## src/rtl/apb_timer_irq_pkg.sv

```systemverilog
// Package for the timer interrupt controller.
// Holds the APB register word indices and the request FSM state type.
package apb_timer_irq_pkg;

  // APB word indices, taken from PADDR[4:2]
  localparam logic [2:0] REG_MASK     = 3'd0;
  localparam logic [2:0] REG_TRIG     = 3'd1;
  localparam logic [2:0] REG_PENDING  = 3'd2;
  localparam logic [2:0] REG_PEND_SET = 3'd3;
  localparam logic [2:0] REG_PEND_CLR = 3'd4;
  localparam logic [2:0] REG_STATUS   = 3'd5;
  localparam logic [2:0] REG_ID       = 3'd6;

  typedef enum logic [1:0] {
    IDLE = 2'd0,
    REQ  = 2'd1,
    GAP  = 2'd2
  } irq_state_e;

endpackage

```

## src/rtl/irq_prio_enc.sv

```systemverilog
// Lowest-index-first priority encoder.
// Ports:
//   in_i    [NUM_SRC]  request vector
//   valid_o            any bit of in_i set
//   idx_o   [IDW]      index of the lowest set bit (0 when none set)
module irq_prio_enc #(
  parameter  int unsigned NUM_SRC = 8,
  localparam int unsigned IDW     = (NUM_SRC > 1) ? $clog2(NUM_SRC) : 1
) (
  input  logic [NUM_SRC-1:0] in_i,
  output logic               valid_o,
  output logic [IDW-1:0]     idx_o
);

  logic found;

  always_comb begin
    valid_o = |in_i;
    idx_o   = '0;
    found   = 1'b0;
    for (int unsigned i = 0; i < NUM_SRC; i++) begin
      if (in_i[i] && !found) begin
        idx_o = IDW'(i);
        found = 1'b1;
      end
    end
  end

endmodule

```

## src/rtl/apb_timer_irq_ctrl.sv

```systemverilog
// Interrupt controller for the APB timer event lines.
// Captures per-source events into PENDING (edge or level mode per source),
// masks them, and presents one registered request at a time to the core
// with an ack handshake. Software controls it through an APB slave.
// Ports:
//   HCLK, HRESETn           clock, asynchronous active-low reset
//   PADDR..PENABLE          APB request (word index PADDR[4:2])
//   PRDATA/PREADY/PSLVERR   APB response (no wait states, never errors)
//   event_i   [NUM_SRC]     timer interrupt lines, synchronous to HCLK
//   irq_o                   request to core, registered
//   irq_id_o  [IDW]         source index of the current request
//   irq_ack_i               core accepts the request (1-cycle pulse)
module apb_timer_irq_ctrl
  import apb_timer_irq_pkg::*;
#(
  parameter  int unsigned APB_ADDR_WIDTH = 12,
  parameter  int unsigned NUM_SRC        = 8,
  localparam int unsigned IDW            = (NUM_SRC > 1) ? $clog2(NUM_SRC) : 1
) (
  input  logic                      HCLK,
  input  logic                      HRESETn,
  input  logic [APB_ADDR_WIDTH-1:0] PADDR,
  input  logic [31:0]               PWDATA,
  input  logic                      PWRITE,
  input  logic                      PSEL,
  input  logic                      PENABLE,
  output logic [31:0]               PRDATA,
  output logic                      PREADY,
  output logic                      PSLVERR,
  input  logic [NUM_SRC-1:0]        event_i,
  output logic                      irq_o,
  output logic [IDW-1:0]            irq_id_o,
  input  logic                      irq_ack_i
);

  logic [NUM_SRC-1:0] mask_q, mask_d;
  logic [NUM_SRC-1:0] trig_q, trig_d;
  logic [NUM_SRC-1:0] pend_q, pend_d;
  logic [NUM_SRC-1:0] event_q;
  irq_state_e         state_q, state_d;
  logic [IDW-1:0]     id_q, id_d;
  logic               irq_q, irq_d;

  logic               wr_en, rd_en;
  logic [2:0]         reg_idx;
  logic [NUM_SRC-1:0] wdata;
  logic [NUM_SRC-1:0] status;
  logic [NUM_SRC-1:0] set_hw, set_sw, clr_sw, clr_ack;
  logic               enc_valid;
  logic [IDW-1:0]     enc_idx;
  logic               unused_ok;

  assign PREADY    = 1'b1;
  assign PSLVERR   = 1'b0;
  assign unused_ok = ^{PADDR, PWDATA};

  assign wr_en   = PSEL & PENABLE & PWRITE;
  assign rd_en   = PSEL & PENABLE & ~PWRITE;
  assign reg_idx = PADDR[4:2];
  assign wdata   = PWDATA[NUM_SRC-1:0];
  assign status  = pend_q & mask_q;

  // Level sources re-set every cycle the line is high; edge sources only on 0->1.
  assign set_hw = event_i & (trig_q | ~event_q);

  irq_prio_enc #(
    .NUM_SRC (NUM_SRC)
  ) u_prio (
    .in_i    (status),
    .valid_o (enc_valid),
    .idx_o   (enc_idx)
  );

  // APB register writes
  always_comb begin
    mask_d = mask_q;
    trig_d = trig_q;
    set_sw = '0;
    clr_sw = '0;
    if (wr_en) begin
      case (reg_idx)
        REG_MASK:     mask_d = wdata;
        REG_TRIG:     trig_d = wdata;
        REG_PEND_SET: set_sw = wdata;
        REG_PEND_CLR: clr_sw = wdata;
        default:      ;
      endcase
    end
  end

  // APB read mux; idle bus returns zero
  always_comb begin
    PRDATA = '0;
    if (rd_en) begin
      case (reg_idx)
        REG_MASK:    PRDATA = 32'(mask_q);
        REG_TRIG:    PRDATA = 32'(trig_q);
        REG_PENDING: PRDATA = 32'(pend_q);
        REG_STATUS:  PRDATA = 32'(status);
        REG_ID:      PRDATA = {enc_valid, 31'(enc_idx)};
        default:     PRDATA = '0;
      endcase
    end
  end

  // Request FSM. id_q is only reloaded in IDLE, so it cannot change under irq_o.
  always_comb begin
    state_d = state_q;
    id_d    = id_q;
    clr_ack = '0;
    case (state_q)
      IDLE: begin
        if (enc_valid) begin
          id_d    = enc_idx;
          state_d = REQ;
        end
      end
      REQ: begin
        if (irq_ack_i) begin
          clr_ack = NUM_SRC'(1) << id_q;
          state_d = GAP;
        end else if (!status[id_q]) begin
          state_d = GAP;
        end
      end
      GAP:     state_d = IDLE;
      default: state_d = IDLE;
    endcase
  end

  // Set terms are ORed last so a same-cycle set beats any clear.
  assign pend_d = (pend_q & ~(clr_sw | clr_ack)) | set_hw | set_sw;
  assign irq_d  = (state_d == REQ);

  always_ff @(posedge HCLK or negedge HRESETn) begin
    if (!HRESETn) begin
      mask_q  <= '0;
      trig_q  <= '0;
      pend_q  <= '0;
      event_q <= '0;
      state_q <= IDLE;
      id_q    <= '0;
      irq_q   <= 1'b0;
    end else begin
      mask_q  <= mask_d;
      trig_q  <= trig_d;
      pend_q  <= pend_d;
      event_q <= event_i;
      state_q <= state_d;
      id_q    <= id_d;
      irq_q   <= irq_d;
    end
  end

  assign irq_o    = irq_q;
  assign irq_id_o = id_q;

endmodule

```

## config.mk

```make
export PLATFORM = sky130hd
export DESIGN_NAME = apb_timer_irq_ctrl
export DESIGN_NICKNAME = d
export VERILOG_FILES = /design/src/rtl/apb_timer_irq_pkg.sv /design/src/rtl/irq_prio_enc.sv /design/src/rtl/apb_timer_irq_ctrl.sv
export SDC_FILE = /design/constraint.sdc
export NUM_CORES = 1
export LEC_CHECK = 0
export ABC_AREA = 1
export BUFFER_PORTS_ARGS = -buffer_cell sky130_fd_sc_hd__buf_2
export CAP_MARGIN = 25
export CORE_ASPECT_RATIO = 1.75
export CORE_UTILIZATION = 49
export DETAILED_ROUTE_END_ITERATION = 16
export PLACE_DENSITY = 0.81
export SLEW_MARGIN = 5
export SYNTH_ARGS = -nofsm -noshare
export SYNTH_HDL_FRONTEND = slang
export SYNTH_HIERARCHICAL = 1
export SYNTH_SLANG_ARGS = --single-unit
```

## constraint.sdc

```tcl
create_clock -name HCLK -period 2.38 [get_ports HCLK]
set_input_delay 0.595 -clock HCLK [delete_from_list [all_inputs] [get_ports HCLK]]
set_output_delay 0.595 -clock HCLK [all_outputs]
set_load 0.02 [all_outputs]
```

; ---- Yosys cells after proc, flatten, opt, wreduce, memory -nomap -nowiden
; Index checks and enable logic that the tools add are counted.
[totals]
register_bits = 38
elab_cells = 78
output_inout_bits = 38
[classes]
bitwise_logic = 13
n_shift = 1
n_lt_le_gt_ge = 1
eq_ne = 8
reduce_logical = 20
muxes = 28
[ops]
columns = op, n
row1 = $pmux W32 S5, 1
row2 = $mux W8, 6
row3 = $mux W32, 1
row4 = $or A8 B8 Y8, 4
row5 = $and A8 B8 Y8, 3
row6 = $not A8 Y8, 2
row7 = $mux W3, 4
row8 = $mux W2, 5
row9 = $eq A3 B3 Y1 const B, 3
row10 = $mux W1, 9
row11 = $reduce_or A8 Y1, 1
row12 = $shl A1 B3 Y8 const A, 1
row13 = $logic_and A1 B1 Y1, 7
row14 = $logic_not A1 Y1, 7
row15 = $eq A3 B2 Y1 const B, 2
row16 = $reduce_and A2 Y1, 3
row17 = $eq A2 B1 Y1 const B, 2
row18 = $lt A3 B4 Y1 const B, 1
row19 = $pmux W2 S2, 1
row20 = $and A1 B1 Y1, 3
row21 = $bmux W1 S3, 1
row22 = $eq A3 B1 Y1 const B, 1
row23 = $logic_not A3 Y1, 1
row24 = $logic_not A2 Y1, 1
row25 = $not A1 Y1, 1

; ---- Depth between registers and ports, before layout
; Gate-level depths: netlist of run 1.
[depth]
ltp_word = 25
mapped_depth = 11
ltp_nobuf = 11

; ---- By module
; The synthesis of run 1 kept the hierarchy.
[by_module_without_submodules]
columns = module, area_per_inst_um2, n_inst, cells_per_inst, seq_area_each_um2
row1 = apb_timer_irq_ctrl, 2318.5, 1, 304, 950.9
row2 = irq_prio_enc, 107.6, 1, 22, 0.0

; ---- Worst setup path after synthesis of run 1
; OpenSTA, ideal clock, no wires.
[synth_path]
path_kind = reg-to-output
start = register pend_q[3]
end = output PRDATA[0]
t_arrival_ns = 1.545
path_slack_ns = 0.240
stages_incl_launch_ff = 12
cell_sequence = dfrtp_1 -> nand2_1 -> inv_1 -> nor2_2 -> nand4_2 -> nor2_2 -> nand2_1 -> nand2_1 -> inv_1 -> o22ai_1 -> nor2_1 -> a21oi_1
[synth_between]
elab_chain_len = 17
word_cells_on_any_way = 21
classes_between = mux: 11 / bitwise: 1 / reduce/logical: 9
[synth_lines]
columns = item, line_no
row1 = from (decl), apb_timer_irq_ctrl.sv:38  ; logic [NUM_SRC-1:0] pend_q, pend_d;
row2 = from (signal assigned), apb_timer_irq_ctrl.sv:147  ; pend_q <= pend_d;
row3 = $and A8 B8 Y8 *, apb_timer_irq_ctrl.sv:61  ; assign status = pend_q & mask_q;
row4 = named net status[3], apb_timer_irq_ctrl.sv:47  ; logic [NUM_SRC-1:0] status;
row5 = $logic_and A1 B1 Y1 *, irq_prio_enc.sv:22  ; if (in_i[i] && !found) begin
row6 = $mux W1, irq_prio_enc.sv:22
row7 = $logic_not A1 Y1, irq_prio_enc.sv:22
row8 = $logic_and A1 B1 Y1, irq_prio_enc.sv:22
row9 = $mux W1, irq_prio_enc.sv:22
row10 = $logic_not A1 Y1, irq_prio_enc.sv:22
row11 = [... 3 more ...], n/a
row12 = $logic_and A1 B1 Y1, irq_prio_enc.sv:22
row13 = $mux W1, irq_prio_enc.sv:22
row14 = $logic_not A1 Y1, irq_prio_enc.sv:22
row15 = $logic_and A1 B1 Y1, irq_prio_enc.sv:22
row16 = $mux W3 *, irq_prio_enc.sv:22
row17 = named net enc_idx[0], apb_timer_irq_ctrl.sv:50  ; logic [IDW-1:0] enc_idx;
row18 = $pmux W32 S5 *, apb_timer_irq_ctrl.sv:95  ; case (reg_idx)
row19 = $mux W32 *, apb_timer_irq_ctrl.sv:94  ; if (rd_en) begin
row20 = to (decl), apb_timer_irq_ctrl.sv:27  ; output logic [31:0] PRDATA,
; Mark *: on every way through the listed nets, which the timed path passes. The rest lies on a longest branch.

; ---- Worst setup path after layout of run 1
[layout_path]
start = register pend_q[5]
end = output PRDATA[0]
[layout_between]
elab_chain_len = 11
word_cells_on_any_way = 13
classes_between = mux: 7 / bitwise: 1 / reduce/logical: 5
[layout_lines]
columns = item, line_no
row1 = $and A8 B8 Y8 *, apb_timer_irq_ctrl.sv:61
row2 = named net status[5], apb_timer_irq_ctrl.sv:47
row3 = $logic_and A1 B1 Y1 *, irq_prio_enc.sv:22
row4 = $mux W1, irq_prio_enc.sv:22
row5 = $logic_not A1 Y1, irq_prio_enc.sv:22
row6 = $logic_and A1 B1 Y1, irq_prio_enc.sv:22
row7 = $mux W1, irq_prio_enc.sv:22
row8 = $logic_not A1 Y1, irq_prio_enc.sv:22
row9 = $logic_and A1 B1 Y1, irq_prio_enc.sv:22
row10 = $mux W3 *, irq_prio_enc.sv:22
row11 = named net enc_idx[0], apb_timer_irq_ctrl.sv:50
row12 = $pmux W32 S5 *, apb_timer_irq_ctrl.sv:95
row13 = $mux W32 *, apb_timer_irq_ctrl.sv:94
; Marks and branches as above.

==> run_summary.xml, run 1 <==
<?xml version="1.0" encoding="UTF-8"?>
<metrics>
  <group name="critical_path">
    <metric name="crit_path_max_incr_delay" unit="ns">0.40</metric>
    <metric name="cp.required" unit="ns">1.78</metric>
    <metric name="crit_path_end_kind" unit="">output pin</metric>
    <metric name="path_common_cell" unit="">nand2_1</metric>
    <metric name="worstPathMaxFanout" unit="">3</metric>
    <metric name="timing.critical_path.from_type" unit="">register</metric>
    <metric name="cp.arrival" unit="ns">1.91</metric>
    <metric name="slowest_stage" unit="">dfrtp_1</metric>
    <metric name="cp_cell_sequence" unit="">nand2_1 &gt; inv_1 &gt; inv_2 &gt; nand4_2 &gt; nor2_2 &gt; nand2_1 &gt; nand2_1 &gt; inv_1 &gt; o22ai_1 &gt; nor2_1 &gt; a21oi_1 &gt; buf_4</metric>
    <metric name="start_to_end_type_of_the_worst_setup_path" unit="">register to output pin</metric>
  </group>
  <group name="cts">
    <metric name="clkLatencyLatePin" unit="ns">0.28</metric>
    <metric name="clk_root_buffer_cell" unit="">clkbuf_8</metric>
    <metric name="cts_buffers" unit="">5</metric>
    <metric name="cts-hold-fix-buffers" unit="">0</metric>
    <metric name="cts_tree" unit="">built</metric>
    <metric name="clock_path_buffers" unit="">2</metric>
    <metric name="path_clk_slew" unit="ns">0.07</metric>
    <metric name="h_tree_lvls" unit="">2</metric>
    <metric name="cts.sink_count" unit="">38</metric>
  </group>
  <group name="layout">
    <metric name="finalNetCount" unit="">435</metric>
    <metric name="layout-drive-gt1-share" unit="%">25.7</metric>
    <metric name="layout.cells.most_common_list" unit="">81 x nand2_1, 40 x inv_1, 38 x nand3_1, 38 x dfrtp_1, 34 x buf_2</metric>
    <metric name="number_of_fillers_in_the_final_layout" unit="">433</metric>
    <metric name="num_antenna_cells" unit="">0</metric>
    <metric name="areaGrowthSynthToFinish" unit="%">13.4</metric>
    <metric name="post_layout_nonfiller_instances" unit="">429</metric>
    <metric name="final_common_cell" unit="">nand2_1</metric>
    <metric name="fin_util" unit="%">58.4</metric>
  </group>
  <group name="outcome">
    <metric name="status" unit="">complete, but fails checks</metric>
    <metric name="violations" unit="">negative setup slack</metric>
  </group>
  <group name="logic_synthesis">
    <metric name="synth_cells" unit="">326</metric>
    <metric name="mapped_cell_area" unit="µm²">2430</metric>
    <metric name="synthDistinctLibCells" unit="">28</metric>
    <metric name="ys_ff_latch" unit="">38</metric>
    <metric name="ys_warn_count" unit="">6</metric>
    <metric name="yosysSeqAreaShare" unit="%">39.2</metric>
    <metric name="synth.avg_cell_area" unit="µm²">7.44</metric>
  </group>
  <group name="sta">
    <metric name="slew-limit-headroom" unit="%">61.5</metric>
    <metric name="finalClockSkew" unit="ns">0.00831</metric>
    <metric name="slew_viol_final" unit="">0</metric>
    <metric name="timing_hold_violations_final" unit="">0</metric>
    <metric name="setup_violations" unit="">3</metric>
    <metric name="final_period_util" unit="%">105</metric>
    <metric name="hold_ws" unit="ns">0.354</metric>
    <metric name="timing.final.ws_setup" unit="ns">-0.122</metric>
    <metric name="tightest_slew" unit="ns">0.574</metric>
    <metric name="min_period" unit="ns">2.50</metric>
    <metric name="finalSetupTns" unit="ns">-0.253</metric>
    <metric name="fmax" unit="MHz">400</metric>
    <metric name="grt_setup_unrepaired" unit="">true</metric>
  </group>
  <group name="worst_hold_path">
    <metric name="hold_class" unit="">input port to async pin</metric>
  </group>
  <group name="floorplanning">
    <metric name="io_pins" unit="">96</metric>
    <metric name="die_width" unit="µm">55.2</metric>
    <metric name="placement_rows" unit="">33</metric>
    <metric name="initial_core_util" unit="%">51.5</metric>
    <metric name="design.core.area" unit="µm²">4710</metric>
    <metric name="die_y" unit="µm">95.1</metric>
    <metric name="dieArea" unit="µm²">5250</metric>
  </group>
  <group name="place">
    <metric name="numPlacedInstances" unit="">415</metric>
    <metric name="detailed_place_hpwl" unit="µm">4210</metric>
    <metric name="place.gp.congestion" unit="">0.934</metric>
    <metric name="number_of_input_and_output_port_buffers_inserted" unit="">37</metric>
  </group>
  <group name="global_route">
    <metric name="grt_pass1_vias" unit="">2142</metric>
    <metric name="antenna_found_initial" unit="">0</metric>
    <metric name="track_usage" unit="%">24.5</metric>
    <metric name="grt_pass1_wl" unit="µm">9150</metric>
    <metric name="grt_overflow" unit="">0</metric>
    <metric name="grt_start_max_net_pins" unit="">39</metric>
  </group>
  <group name="detailed_routing">
    <metric name="routed_via_density" unit="">5.20</metric>
    <metric name="routed_wl" unit="µm">5770</metric>
    <metric name="route.vias.total" unit="">2232</metric>
    <metric name="count_of_tritonroute_iterations_in_the_first_routing_pass" unit="">4</metric>
    <metric name="detailedRoute.firstIterationViolations" unit="">89</metric>
    <metric name="detail_routed_net_length_per_standard_cell" unit="µm">13.5</metric>
    <metric name="ant_nets" unit="">0</metric>
    <metric name="drt_drc_violations_left" unit="">0</metric>
  </group>
  <group name="run">
    <metric name="cap_violations" unit="">0</metric>
  </group>
  <group name="pwr">
    <metric name="power.density" unit="nW/µm²">765</metric>
    <metric name="leakage" unit="µW">0.00149</metric>
    <metric name="irDropWorstVdd" unit="mV">0.462</metric>
    <metric name="power.total" unit="µW">2100</metric>
  </group>
</metrics>
==> registers in the layout, indices dropped and copies added, names as in the netlist <==
signal,flops
event_q,8
irq_id_o,3
irq_o,1
mask_q,8
pend_q,8
state_q,2
trig_q,8
==> synthesized netlist by cell type <==
cell type | instances | share of area, %
buf_2 | 2 | 0.41
nor2_4 | 2 | 0.93
a31oi_1 | 1 | 0.26
nand3_2 | 1 | 0.41
nor2_2 | 3 | 0.77
dfrtp_1 | 38 | 39
nor3_1 | 4 | 0.83
o22ai_1 | 11 | 2.8
buf_12 | 1 | 0.83
buf_8 | 1 | 0.62
nor3_4 | 1 | 0.67
buf_4 | 25 | 7.7
nand2_2 | 3 | 0.77
a41oi_1 | 1 | 0.36
o21ai_2 | 10 | 3.6
nor3b_1 | 1 | 0.31
nor2_1 | 24 | 3.7
nand4_2 | 1 | 0.52
nand4_1 | 1 | 0.26
nand2_1 | 85 | 13
o21ai_0 | 13 | 2.7
nor2_8 | 2 | 1.7
nand3_1 | 38 | 7.8
inv_1 | 46 | 7.1
nand2_4 | 2 | 0.93
a21oi_1 | 4 | 0.83
inv_2 | 3 | 0.46
conb_1 | 2 | 0.31
==> cells by family (layout without fill, tap and decap cells) <==
| logic type | Yosys count | in the layout | synth area share (%) |
|---|---|---|---|
| AOI/OAI and AO/OA | 40 | 40 | 10.6 |
| buffers and inverters | 78 | 106 | 17.2 |
| other | 2 | 25 | 0.310 |
| DFF | 38 | 38 | 39.2 |
| and+or+nand+nor | 168 | 168 | 32.7 |
==> critical path: cells and delay by family (launching register included) <==
| family | cells | cell delay [ns] |
|---|---|---|
| compound gates | 2 | 0.31 |
| buf+inv | 4 | 0.37 |
| flops | 1 | 0.40 |
| simple gates | 6 | 0.55 |
==> per-layer routing <==
layer / GRT usage [%] / share of wire, %
met3: 3.99 / 5.7
met1: 27.5 / 37
met5: 0 / 0
met4: 14.6 / 3.0
met2: 41.4 / 54
==> area by class of cell <==
cell class,instances,area (µm²),share of cell area (%)
Tap cell,52,65.1,2.37
Clock buffer,7,76.3,2.78
Inverter,49,184,6.69
Multi-Input combinational cell,233,1180,43.0
Sequential cell,38,951,34.6
Timing Repair Buffer,50,290,10.6
==> timing repair <==
item / CTS / global route
setup buffers: 6 / 1
resized for setup: 14 / 5
pin swaps: 9 / 5
endpoints found under the setup margin: 3 / 3
==> power by group <==
part           switching (µW)  total [µW]  internal, µW
Combinational             542         825           283
Sequential               90.7         863           773
Clock                     214         416           202
Total                     847        2100          1260
==> per-stage QoR <==
stage                     worst slack (ns)  area (µm²)
after global placement               0.119        2570
after CTS                           -0.113        2730
after global routing                -0.188        2750
after detailed placement            0.0758        2570
after floorplan                      0.240        2510
final                               -0.122        2750
==> path summary, 6_finish.rpt <==
path | endpoint | slack [ns] | startpoint | depth (start not counted)
max in group asynchronous | mask_q[1] | 1.67 | HRESETn | 2
min | event_q[7] | 0.35 | HRESETn | 2
max | PRDATA[0] | -0.12 | pend_q[5] | 12
max reg2reg | irq_id_o[0] | 0.95 | pend_q[5] | 9
min in group HCLK | event_q[1] | 0.43 | event_i[1] | 1
min reg2reg | pend_q[3] | 0.53 | event_q[3] | 3
(Power assumes the default switching activity.)
==> inputs of run 2 (changes only) <==
Settings changed: CORE_UTILIZATION 49 to 44, PLACE_DENSITY 0.81 to 0.76.
Clock period 2.38 ns to 2.14 ns, I/O delays scaled along.
==> run 2 against run 1 <==
Compared with the run above: core utilization increased by 1.5 points; the run still ends with negative setup slack left; via count increased by 6.4%; clock power increased by 82%; critical path type unchanged; combinational power increased by 45%.
==> run_summary.xml, run 2 (synthesis gave the netlist of run 1 again) <==
<?xml version="1.0" encoding="UTF-8"?>
<metrics>
  <group name="global_route">
    <metric name="grt_overflow" unit="">0</metric>
    <metric name="grt_start_max_net_pins" unit="">21</metric>
    <metric name="grt_pass1_vias" unit="">2338</metric>
    <metric name="track_usage" unit="%">23.3</metric>
    <metric name="antenna_found_initial" unit="">0</metric>
    <metric name="grt_pass1_wl" unit="µm">10300</metric>
  </group>
  <group name="detailed_routing">
    <metric name="routed_via_density" unit="">5.02</metric>
    <metric name="count_of_tritonroute_iterations_in_the_first_routing_pass" unit="">4</metric>
    <metric name="detail_routed_net_length_per_standard_cell" unit="µm">13.6</metric>
    <metric name="routed_wl" unit="µm">6420</metric>
    <metric name="detailedRoute.firstIterationViolations" unit="">98</metric>
    <metric name="drt_drc_violations_left" unit="">0</metric>
    <metric name="ant_nets" unit="">0</metric>
    <metric name="route.vias.total" unit="">2374</metric>
  </group>
  <group name="floorplanning">
    <metric name="die_width" unit="µm">58.1</metric>
    <metric name="die_y" unit="µm">100</metric>
    <metric name="design.core.area" unit="µm²">5300</metric>
    <metric name="io_pins" unit="">96</metric>
    <metric name="dieArea" unit="µm²">5830</metric>
    <metric name="initial_core_util" unit="%">45.8</metric>
    <metric name="placement_rows" unit="">35</metric>
  </group>
  <group name="critical_path">
    <metric name="cp.required" unit="ns">1.60</metric>
    <metric name="cp.arrival" unit="ns">1.94</metric>
    <metric name="start_to_end_type_of_the_worst_setup_path" unit="">register to output pin</metric>
    <metric name="crit_path_end_kind" unit="">output pin</metric>
    <metric name="timing.critical_path.from_type" unit="">register</metric>
    <metric name="worstPathMaxFanout" unit="">3</metric>
    <metric name="cp_cell_sequence" unit="">nand2_2 &gt; inv_2 &gt; nor2_4 &gt; nand4_4 &gt; nor2_4 &gt; nand2_2 &gt; nand2_2 &gt; inv_2 &gt; o22ai_2 &gt; nor2_1 &gt; a21oi_2 &gt; buf_4</metric>
    <metric name="path_common_cell" unit="">nand2_2</metric>
    <metric name="cp_num_buf_inv" unit="">3</metric>
    <metric name="critical-path-top-delay-family" unit="">simple AND/OR/NAND/NOR gates</metric>
    <metric name="slowest_stage" unit="">dfrtp_1</metric>
    <metric name="crit_path_max_incr_delay" unit="ns">0.40</metric>
  </group>
  <group name="cts">
    <metric name="h_tree_lvls" unit="">2</metric>
    <metric name="cts_tree" unit="">built</metric>
    <metric name="clock_path_buffers" unit="">2</metric>
    <metric name="cts-hold-fix-buffers" unit="">0</metric>
    <metric name="cts.sink_count" unit="">38</metric>
    <metric name="clkLatencyLatePin" unit="ns">0.29</metric>
    <metric name="cts_buffers" unit="">5</metric>
    <metric name="path_clk_slew" unit="ns">0.08</metric>
    <metric name="clk_root_buffer_cell" unit="">clkbuf_8</metric>
  </group>
  <group name="sta">
    <metric name="fmax" unit="MHz">403</metric>
    <metric name="min_period" unit="ns">2.48</metric>
    <metric name="grt_setup_unrepaired" unit="">true</metric>
    <metric name="finalClockSkew" unit="ns">0.00446</metric>
    <metric name="timing_hold_violations_final" unit="">0</metric>
    <metric name="setup_violations" unit="">4</metric>
    <metric name="slew-limit-headroom" unit="%">54.5</metric>
    <metric name="timing.final.ws_setup" unit="ns">-0.339</metric>
    <metric name="final_period_util" unit="%">116</metric>
    <metric name="tightest_slew" unit="ns">0.678</metric>
    <metric name="slew_viol_final" unit="">0</metric>
  </group>
  <group name="pwr">
    <metric name="power.total" unit="µW">2910</metric>
    <metric name="power.density" unit="nW/µm²">918</metric>
    <metric name="leakage" unit="µW">0.00167</metric>
    <metric name="irDropWorstVdd" unit="mV">0.683</metric>
  </group>
  <group name="outcome">
    <metric name="violations" unit="">negative setup slack</metric>
    <metric name="status" unit="">complete, but fails checks</metric>
  </group>
  <group name="place">
    <metric name="number_of_input_and_output_port_buffers_inserted" unit="">37</metric>
    <metric name="place.gp.congestion" unit="">0.950</metric>
    <metric name="detailed_place_hpwl" unit="µm">4500</metric>
    <metric name="numPlacedInstances" unit="">449</metric>
  </group>
  <group name="run">
    <metric name="cap_violations" unit="">0</metric>
  </group>
  <group name="layout">
    <metric name="layout.cells.most_common_list" unit="">74 x nand2_1, 38 x dfrtp_1, 37 x inv_1, 37 x nand3_1, 31 x buf_2</metric>
    <metric name="final_common_cell" unit="">nand2_1</metric>
    <metric name="post_layout_nonfiller_instances" unit="">473</metric>
    <metric name="layout-drive-gt1-share" unit="%">34.8</metric>
    <metric name="number_of_fillers_in_the_final_layout" unit="">466</metric>
    <metric name="num_antenna_cells" unit="">0</metric>
    <metric name="areaGrowthSynthToFinish" unit="%">30.8</metric>
    <metric name="finalNetCount" unit="">456</metric>
  </group>
  <group name="worst_hold_path">
    <metric name="hold_class" unit="">input port to async pin</metric>
  </group>
</metrics>
[run 2: report_power, final]
group          total (µW)  internal (µW)  switching, µW  leakage (µW)
Combinational        1200            489            706       0.00118
Clock                 757            497            260     0.0000714
Sequential            961            859            102      0.000422
[run 2: worst reg2reg max path, stage by stage (launching register included)]
cell     delay, ns
dfrtp_1       0.37
nand2_2       0.08
buf_4         0.14
buf_6         0.10
buf_6         0.10
buf_6         0.10
buf_6         0.10
buf_6         0.10
buf_6         0.10
buf_6         0.10
buf_6         0.11
nand2_2       0.04
nand2_1       0.05
nand2_1       0.05
nand2_1       0.07
nand2_2       0.08
nand3_2       0.07
nand2_2       0.08
inv_2         0.03
[run 2: layout make-up]
cell class	instances	area [µm²]	area share, %
clock inverters	2	60.1	1.89
clock buffers	6	82.6	2.60
multi-input cells	233	1280	40.3
repair buffers	71	526	16.6
flip-flops and latches	38	951	30.0
inverters	49	184	5.79
well taps	74	92.6	2.92
[run 2: path summary, 6_finish.rpt]
path | from | depth (start not counted) | endpoint | slack, ns
worst max-delay path | pend_q[2] | 12 | PRDATA[0] | -0.34
worst min-delay path | HRESETn | 1 | state_q[0] | 0.21
worst max register to register | pend_q[0] | 18 | state_q[1] | 0.17
worst min register to register | event_q[6] | 3 | pend_q[6] | 0.53
max in group asynchronous | HRESETn | 2 | mask_q[3] | 1.46
min in group HCLK | event_i[5] | 1 | event_q[5] | 0.36
[run 2: timing repair]
item | in CTS | in global routing
gates cloned | 0 | 0
pin swaps | 19 | 22
endpoints found under the setup margin | 4 | 12
buffers inserted | 20 | 12
gates resized for setup | 32 | 40
[run 2: layer usage]
metal / vias to the layer above / track usage (%) / part of all wire [%]
met2: 97 / 42.3 / 55
met5: - / 0 / 0
li1: 1133 / - / -
met4: 0 / 14.3 / 3.6
met1: 1125 / 23.7 / 37
met3: 19 / 4.51 / 4.6
[run 2: metrics by stage]
stage | hold slack, ns | worst slack [ns] | util (%) | cell area, µm² | TNS (ns)
2_1_floorplan | 0.239 | 0.0602 | - | 2510 | 0
3_3_place_gp | 0.510 | -0.0383 | 51.3 | 2720 | -0.0669
3_5_place_dp | 0.517 | -0.0562 | 51.3 | 2720 | -0.0746
4_1_cts | 0.218 | -0.356 | 58.5 | 3100 | -1.31
5_1_grt | 0.237 | -0.413 | 59.9 | 3170 | -1.52
6_report | 0.207 | -0.339 | 59.9 | 3170 | -0.976
